File: config.mk
export PLATFORM = sky130hd
export DESIGN_NAME = tt_mask_idx_rx
export DESIGN_NICKNAME = d
export VERILOG_FILES = /design/src/rtl/tt_mask_idx_rx.sv
export SDC_FILE = /design/constraint.sdc
export NUM_CORES = 1
export LEC_CHECK = 0
export ABC_AREA = 0
export CAP_MARGIN = 25
export CORE_MARGIN = 2
export CORE_UTILIZATION = 53
export CTS_BUF_LIST = sky130_fd_sc_hd__clkbuf_8 sky130_fd_sc_hd__clkbuf_16
export DETAILED_ROUTE_END_ITERATION = 12
export PLACE_DENSITY = 0.78
export SLEW_MARGIN = 5
export SYNTH_ARGS = -nofsm -noshare
export SYNTH_HDL_FRONTEND = slang
export SYNTH_SLANG_ARGS = --single-unit
File: constraint.sdc
create_clock -name i_clk -period 4.4 [get_ports i_clk]
set_clock_uncertainty 0.05 [all_clocks]
set_input_delay 0.44 -clock i_clk [delete_from_list [all_inputs] [get_ports i_clk]]
set_output_delay 0.44 -clock i_clk [all_outputs]
set_load 0.01 [all_outputs]
File: src/rtl/tt_mask_idx_rx.sv
// Mask/index receive queue and element sequencer.
// Buffers mask words or (mask, index) items from the transmitter and presents
// one element per accept to the consumer. Every pop returns one credit.
//
//    state     | meaning
//    ----------+-----------------------------------------------------------
//    ST_IDLE   | no op in flight; queue may still fill from the transmitter
//    ST_ACTIVE | op in flight; elements presented while the queue has data
module tt_mask_idx_rx #(
   parameter int VLEN         = 256,
   parameter int MASK_CREDITS = 2
) (
   input  logic                        i_clk,
   input  logic                        i_reset_n,
   input  logic                        i_mask_idx_valid,
   input  logic [64:0]                 i_mask_idx_item,
   input  logic                        i_mask_idx_last_idx,
   input  logic                        i_op_start,
   input  logic                        i_is_indexed,
   input  logic [$clog2(VLEN+1)-1:0]   i_vl,
   input  logic                        i_elem_req,
   output logic                        o_elem_valid,
   output logic                        o_elem_mask,
   output logic [63:0]                 o_elem_index,
   output logic                        o_elem_last,
   output logic                        o_mask_idx_credit,
   output logic                        o_busy,
   output logic                        o_err
);

   localparam int VLW = $clog2(VLEN + 1);
   localparam int PW  = (MASK_CREDITS > 1) ? $clog2(MASK_CREDITS) : 1;
   localparam int CW  = $clog2(MASK_CREDITS + 1);

   typedef enum logic {
      ST_IDLE   = 1'b0,
      ST_ACTIVE = 1'b1
   } state_t;

   state_t           state_q, state_d;
   logic [65:0]      mem_q [MASK_CREDITS];
   logic [65:0]      mem_d [MASK_CREDITS];
   logic [PW-1:0]    rd_ptr_q, rd_ptr_d;
   logic [PW-1:0]    wr_ptr_q, wr_ptr_d;
   logic [CW-1:0]    count_q, count_d;
   logic             mode_q, mode_d;
   logic [VLW-1:0]   vl_q, vl_d;
   logic [VLW-1:0]   cnt_q, cnt_d;
   logic [5:0]       bptr_q, bptr_d;
   logic             err_q, err_d;
   logic             credit_q, credit_d;

   logic [65:0]      head;
   logic [63:0]      head_word;
   logic             head_mask;
   logic             head_last;
   logic             fifo_full;
   logic             fifo_empty;
   logic             elem_valid;
   logic             elem_last;
   logic             accept;
   logic             pop;
   logic             push_ok;

   function automatic logic [PW-1:0] ptr_inc(input logic [PW-1:0] p);
      return (p == PW'(MASK_CREDITS - 1)) ? '0 : p + PW'(1);
   endfunction

   // Queue head decode and the accept/pop/push handshake terms.
   always_comb begin
      head       = mem_q[rd_ptr_q];
      head_mask  = head[65];
      head_word  = head[64:1];
      head_last  = head[0];
      fifo_full  = (count_q == CW'(MASK_CREDITS));
      fifo_empty = (count_q == '0);
      // Gating with reset keeps the consumer handshake quiet while reset is held.
      elem_valid = i_reset_n && (state_q == ST_ACTIVE) && !fifo_empty;
      elem_last  = (cnt_q == (vl_q - VLW'(1)));
      accept     = elem_valid && i_elem_req;
      // A strided mask word is consumed after bit 63 or at the op's final element.
      pop        = accept && (mode_q || (bptr_q == 6'd63) || elem_last);
      // When full, a same-cycle pop frees the slot the push needs.
      push_ok    = i_mask_idx_valid && (!fifo_full || pop);
   end

   // Queue storage, pointers and occupancy.
   always_comb begin
      mem_d    = mem_q;
      rd_ptr_d = rd_ptr_q;
      wr_ptr_d = wr_ptr_q;
      count_d  = count_q;
      if (push_ok) begin
         mem_d[wr_ptr_q] = {i_mask_idx_item, i_mask_idx_last_idx};
         wr_ptr_d        = ptr_inc(wr_ptr_q);
      end
      if (pop) begin
         rd_ptr_d = ptr_inc(rd_ptr_q);
      end
      if (push_ok && !pop) begin
         count_d = count_q + CW'(1);
      end else if (!push_ok && pop) begin
         count_d = count_q - CW'(1);
      end
   end

   // Op state machine next-state.
   always_comb begin
      state_d = state_q;
      case (state_q)
         ST_IDLE: begin
            if (i_op_start && (i_vl != '0)) begin
               state_d = ST_ACTIVE;
            end
         end
         ST_ACTIVE: begin
            if (accept && elem_last) begin
               state_d = ST_IDLE;
            end
         end
         default: state_d = ST_IDLE;
      endcase
   end

   // Op context, element counter, bit pointer, sticky error and credit pulse.
   always_comb begin
      mode_d   = mode_q;
      vl_d     = vl_q;
      cnt_d    = cnt_q;
      bptr_d   = bptr_q;
      err_d    = err_q;
      credit_d = pop;

      if (state_q == ST_IDLE) begin
         if (i_op_start && (i_vl != '0)) begin
            mode_d = i_is_indexed;
            vl_d   = i_vl;
            cnt_d  = '0;
            bptr_d = '0;
         end
      end else begin
         if (i_op_start) begin
            err_d = 1'b1;
         end
         if (accept) begin
            cnt_d = cnt_q + VLW'(1);
            if (!mode_q) begin
               bptr_d = pop ? 6'd0 : bptr_q + 6'd1;
            end
         end
      end

      if (i_mask_idx_valid && fifo_full && !pop) begin
         err_d = 1'b1;
      end
      if (accept && mode_q && (head_last != elem_last)) begin
         err_d = 1'b1;
      end
   end

   // Register update with synchronous active-low reset.
   always_ff @(posedge i_clk) begin
      if (!i_reset_n) begin
         state_q  <= ST_IDLE;
         rd_ptr_q <= '0;
         wr_ptr_q <= '0;
         count_q  <= '0;
         mode_q   <= 1'b0;
         vl_q     <= '0;
         cnt_q    <= '0;
         bptr_q   <= '0;
         err_q    <= 1'b0;
         credit_q <= 1'b0;
         for (int i = 0; i < MASK_CREDITS; i++) begin
            mem_q[i] <= '0;
         end
      end else begin
         state_q  <= state_d;
         rd_ptr_q <= rd_ptr_d;
         wr_ptr_q <= wr_ptr_d;
         count_q  <= count_d;
         mode_q   <= mode_d;
         vl_q     <= vl_d;
         cnt_q    <= cnt_d;
         bptr_q   <= bptr_d;
         err_q    <= err_d;
         credit_q <= credit_d;
         for (int i = 0; i < MASK_CREDITS; i++) begin
            mem_q[i] <= mem_d[i];
         end
      end
   end

   // Element presentation; strided ops report a zero index.
   always_comb begin
      o_elem_valid      = elem_valid;
      o_elem_mask       = 1'b0;
      o_elem_index      = '0;
      o_elem_last       = 1'b0;
      if (elem_valid) begin
         o_elem_mask  = mode_q ? head_mask : head_word[bptr_q];
         o_elem_index = mode_q ? head_word : 64'd0;
         o_elem_last  = elem_last;
      end
      o_mask_idx_credit = credit_q;
      o_busy            = (state_q == ST_ACTIVE);
      o_err             = err_q;
   end

endmodule

==> flow_metrics.tcl <==
set metrics [dict create \
    cts_hold_buf 0 \
    cap_violations 0 \
    final_cells 1284 \
    grt_pass1_vias 7012 \
    route.detailed.drc 0 \
    htree_num_levels 4 \
    clock_sinks 164 \
    seq_area_frac_synth_pct 38.1 \
    wirelength_um 21900 \
    synthCells 949 \
    outcome "completed" \
    die_w_um 131 \
    timing_hold_violations_final 0 \
    core_region_area_mm2 0.0159 \
    die_h_um 131 \
    synth_area_mm2 0.00861 \
    grt_max_degree 81 \
    post_cts_buffers 0 \
    syn_nets 1034 \
    power_density_mw_per_mm2 347 \
    drt_iter0_markers 562 \
    diodes 0 \
    fp-row-count 46 \
    dp_hpwl_um 14800 \
    cts_buffers 17 \
    p_int_mw 2.78 \
    cp-start-kind "flip-flop" \
    ys.flop_type "dfxtp_1" \
    ys_ff_latch 164 \
    gp_congestion 0.838 \
    clock_path_buffers 2 \
    rr_endpoint "mem_q[79]$_SDFFE_PN0P_" \
    fin_area_mm2 0.0108 \
    netSwitchingFraction_pct 25.6 \
    max_freq_ghz 0.246 \
    top_level_ports 151 \
    nFillCells 1274 \
    firstDrtPassIters 5 \
    critPathLaunch "bptr_q[1]$_SDFFE_PN0P_" \
    io_buffer_count 150 \
    syn2layout_area_growth_pct 25.1 \
    slew_headroom_pct 42.5 \
    path_max_fanout 16 \
    avgSynthCellArea_um2 9.07 \
    synth_edf_count 0 \
    yosys.area.top_type "dfxtp_1" \
    post-place-cells 1253 \
    path_class "reg -> out" \
    track_usage_pct 25.1 \
    async_flop_share_pct 0 \
    placed_area_mm2 0.0102 \
    reg2regPathDepth 8 \
    r2r_slack_ps 880 \
    design.die.area_mm2 0.0173 \
    grt_overflow 0 \
    period_needed_ps 4070 \
    min_path_type "in -> reg" \
    r2r_start "vl_q[0]$_SDFFE_PN0P_" \
    cts_tree "yes" \
    netlist-cell-type-count 51 \
    finalSetupTns_ps 0 \
    post_cts_resized 0 \
    yosys_warnings 0 \
    rsz0062_at_grt "false" \
    nNetsFinal 1141 \
    switchingPower_uw 958 \
    wl_per_cell_um 17.0 \
    drive_gt1_share_pct 7.68 \
    peakVddDrop_mv 0.284 \
    yosys-top-cells-area "dfxtp_1 38%, mux2i_1 23%, nand2_1 10%" \
    ant_nets 0 \
    p_clk_share_pct 40.1 \
    setup_viol 0 \
    start_util_pct 54.2 \
    via_per_inst 5.64 \
    antenna_found_initial 0 \
    cts_root_buffer "clkbuf_16" \
    grt_pass1_wl_um 35400 \
    clk_latency_ps 430 \
    cp-endpoint "o_elem_mask" \
    min_period_over_period_pct 92.4 \
    pwr-share-seq_pct 45.0 \
    p_leak_nw 3.90 \
    tightest_slew_ps 852 \
    crit_required_ps 3910 \
    drv_slew 0 \
    combinationalPowerShare_pct 14.9 \
    num_vias 7247 \
    cts.reportedPaths.clkPinSlew_ps 60 \
    cp-end-kind "output port" \
    synth_top_area_share_pct 38.1 \
    critPathArrivalTime_ps 3580 \
]
## per-stage QoR
step	utilization, %	setup slack, ps	hold slack [ps]	power, mW
floorplan	-	1310	384	2.08
global placement	64.1	843	393	2.25
finish	67.8	332	358	3.74
detailed placement	64.1	787	404	2.26
CTS	67.8	317	347	3.75
global route	67.8	122	372	3.87
## cell usage after synthesis (all sizes together) (2+ instances only)
cell,number
nand2,238
clkbuf,49
or4,4
mux2i,199
a2111oi,3
and4,2
xor2,12
o22ai,8
mux4,32
or3,4
inv,8
nor2,90
nand2b,4
a31oi,2
and3,4
dfxtp,164
a21oi,26
xnor2,7
a32oi,2
a22oi,8
ha,4
nor4,4
buf,23
o21ai,14
and2,2
nor2b,3
nand3,8
nor3b,3
nor3,6
## cells in the final DEF, fill, tap and decap left out, types with 8 or more instances in the layout
| cell | instances |
|---|---|
| a21oi_1 | 26 |
| a22oi_1 | 8 |
| buf_4 | 8 |
| clkbuf_16 | 17 |
| clkdlybuf4s50_1 | 149 |
| dfxtp_1 | 162 |
| inv_1 | 11 |
| mux2i_1 | 199 |
| mux4_2 | 32 |
| nand2_1 | 237 |
| nand3_1 | 8 |
| nor2_1 | 89 |
| o21ai_0 | 13 |
| o22ai_1 | 8 |
| xor2_1 | 12 |
## power by group through the flow
| stage | combinational, mW | clock (mW) | sequential (mW) |
|---|---|---|---|
| after floorplan | 0.403 | 0 | 1.68 |
| after global placement | 0.546 | 0 | 1.71 |
| after detailed placement | 0.553 | 0 | 1.71 |
| after CTS | 0.559 | 1.51 | 1.68 |
| after global routing | 0.605 | 1.57 | 1.70 |
| final | 0.558 | 1.50 | 1.68 |
## metal layers
layer  vias to the layer above  routed length, um  share of wire [%]  GRT usage, %
li1                       3495                  -                  -             -
met1                      3462               9630                 44          33.6
met2                       255              10500                 48          40.4
met3                        35               1300                6.0          4.98
met4                         0                424                1.9          9.36
met5                         -                  0                  0             0
## kinds of logic (layout without fill, tap and decap cells)
| logic type | count (synthesis) | after routing | synth area share (%) |
|---|---|---|---|
| adder cells (fa/ha/maj) | 4 | 4 | 0.581 |
| XOR/XNOR | 20 | 20 | 2.19 |
| AO/OA/AOI/OAI | 71 | 71 | 5.33 |
| flip-flops | 164 | 164 | 38.1 |
| multiplexers | 232 | 232 | 31.6 |
| buffers and inverters | 80 | 199 | 4.08 |
| AND/OR/NAND/NOR | 378 | 378 | 18.0 |
## state kept, by name (all words and copies together) (netlist names)
register	count
mem_q	132
cnt_q	9
vl_q	9
bptr_q	6
count_q	2
mode_q	1
o_busy	1
o_err	1
o_mask_idx_credit	1
rd_ptr_q	1
wr_ptr_q	1
## area by class of cell
class                           instances  area (um^2)  area share [%]
Sequential cell                       164         3290            30.5
Clock buffer                           19          453            4.20
Multi-Input combinational cell        705         4990            46.3
Tap cell                              216          270            2.51
Timing Repair Buffer                  160         1600            14.9
Clock inverter                         12          140            1.30
Inverter                                8         30.0           0.279
## critical path: stages (launching register included)
cell	delay [ps]
dfxtp_1	860
mux4_2	610
o22ai_1	170
nor4_1	70
a2111oi_0	610
nand3b_1	140
nand3_1	110
a21oi_1	70
clkdlybuf4s50_1	510
## worst min-delay path by stage
stage | slack [ps] | start | to | depth (start not counted)
detailed placement | 400 | mem_q[0]$_SDFFE_PN0P_ | mem_q[0]$_SDFFE_PN0P_ | 2
finish | 360 | i_reset_n | mem_q[40]$_SDFFE_PN0P_ | 3
global route | 370 | i_reset_n | mem_q[44]$_SDFFE_PN0P_ | 3
global placement | 390 | mem_q[0]$_SDFFE_PN0P_ | mem_q[0]$_SDFFE_PN0P_ | 2
floorplan | 380 | mem_q[0]$_SDFFE_PN0P_ | mem_q[0]$_SDFFE_PN0P_ | 2
CTS | 350 | i_reset_n | mem_q[40]$_SDFFE_PN0P_ | 3
Power figures use the tool's default switching activity.
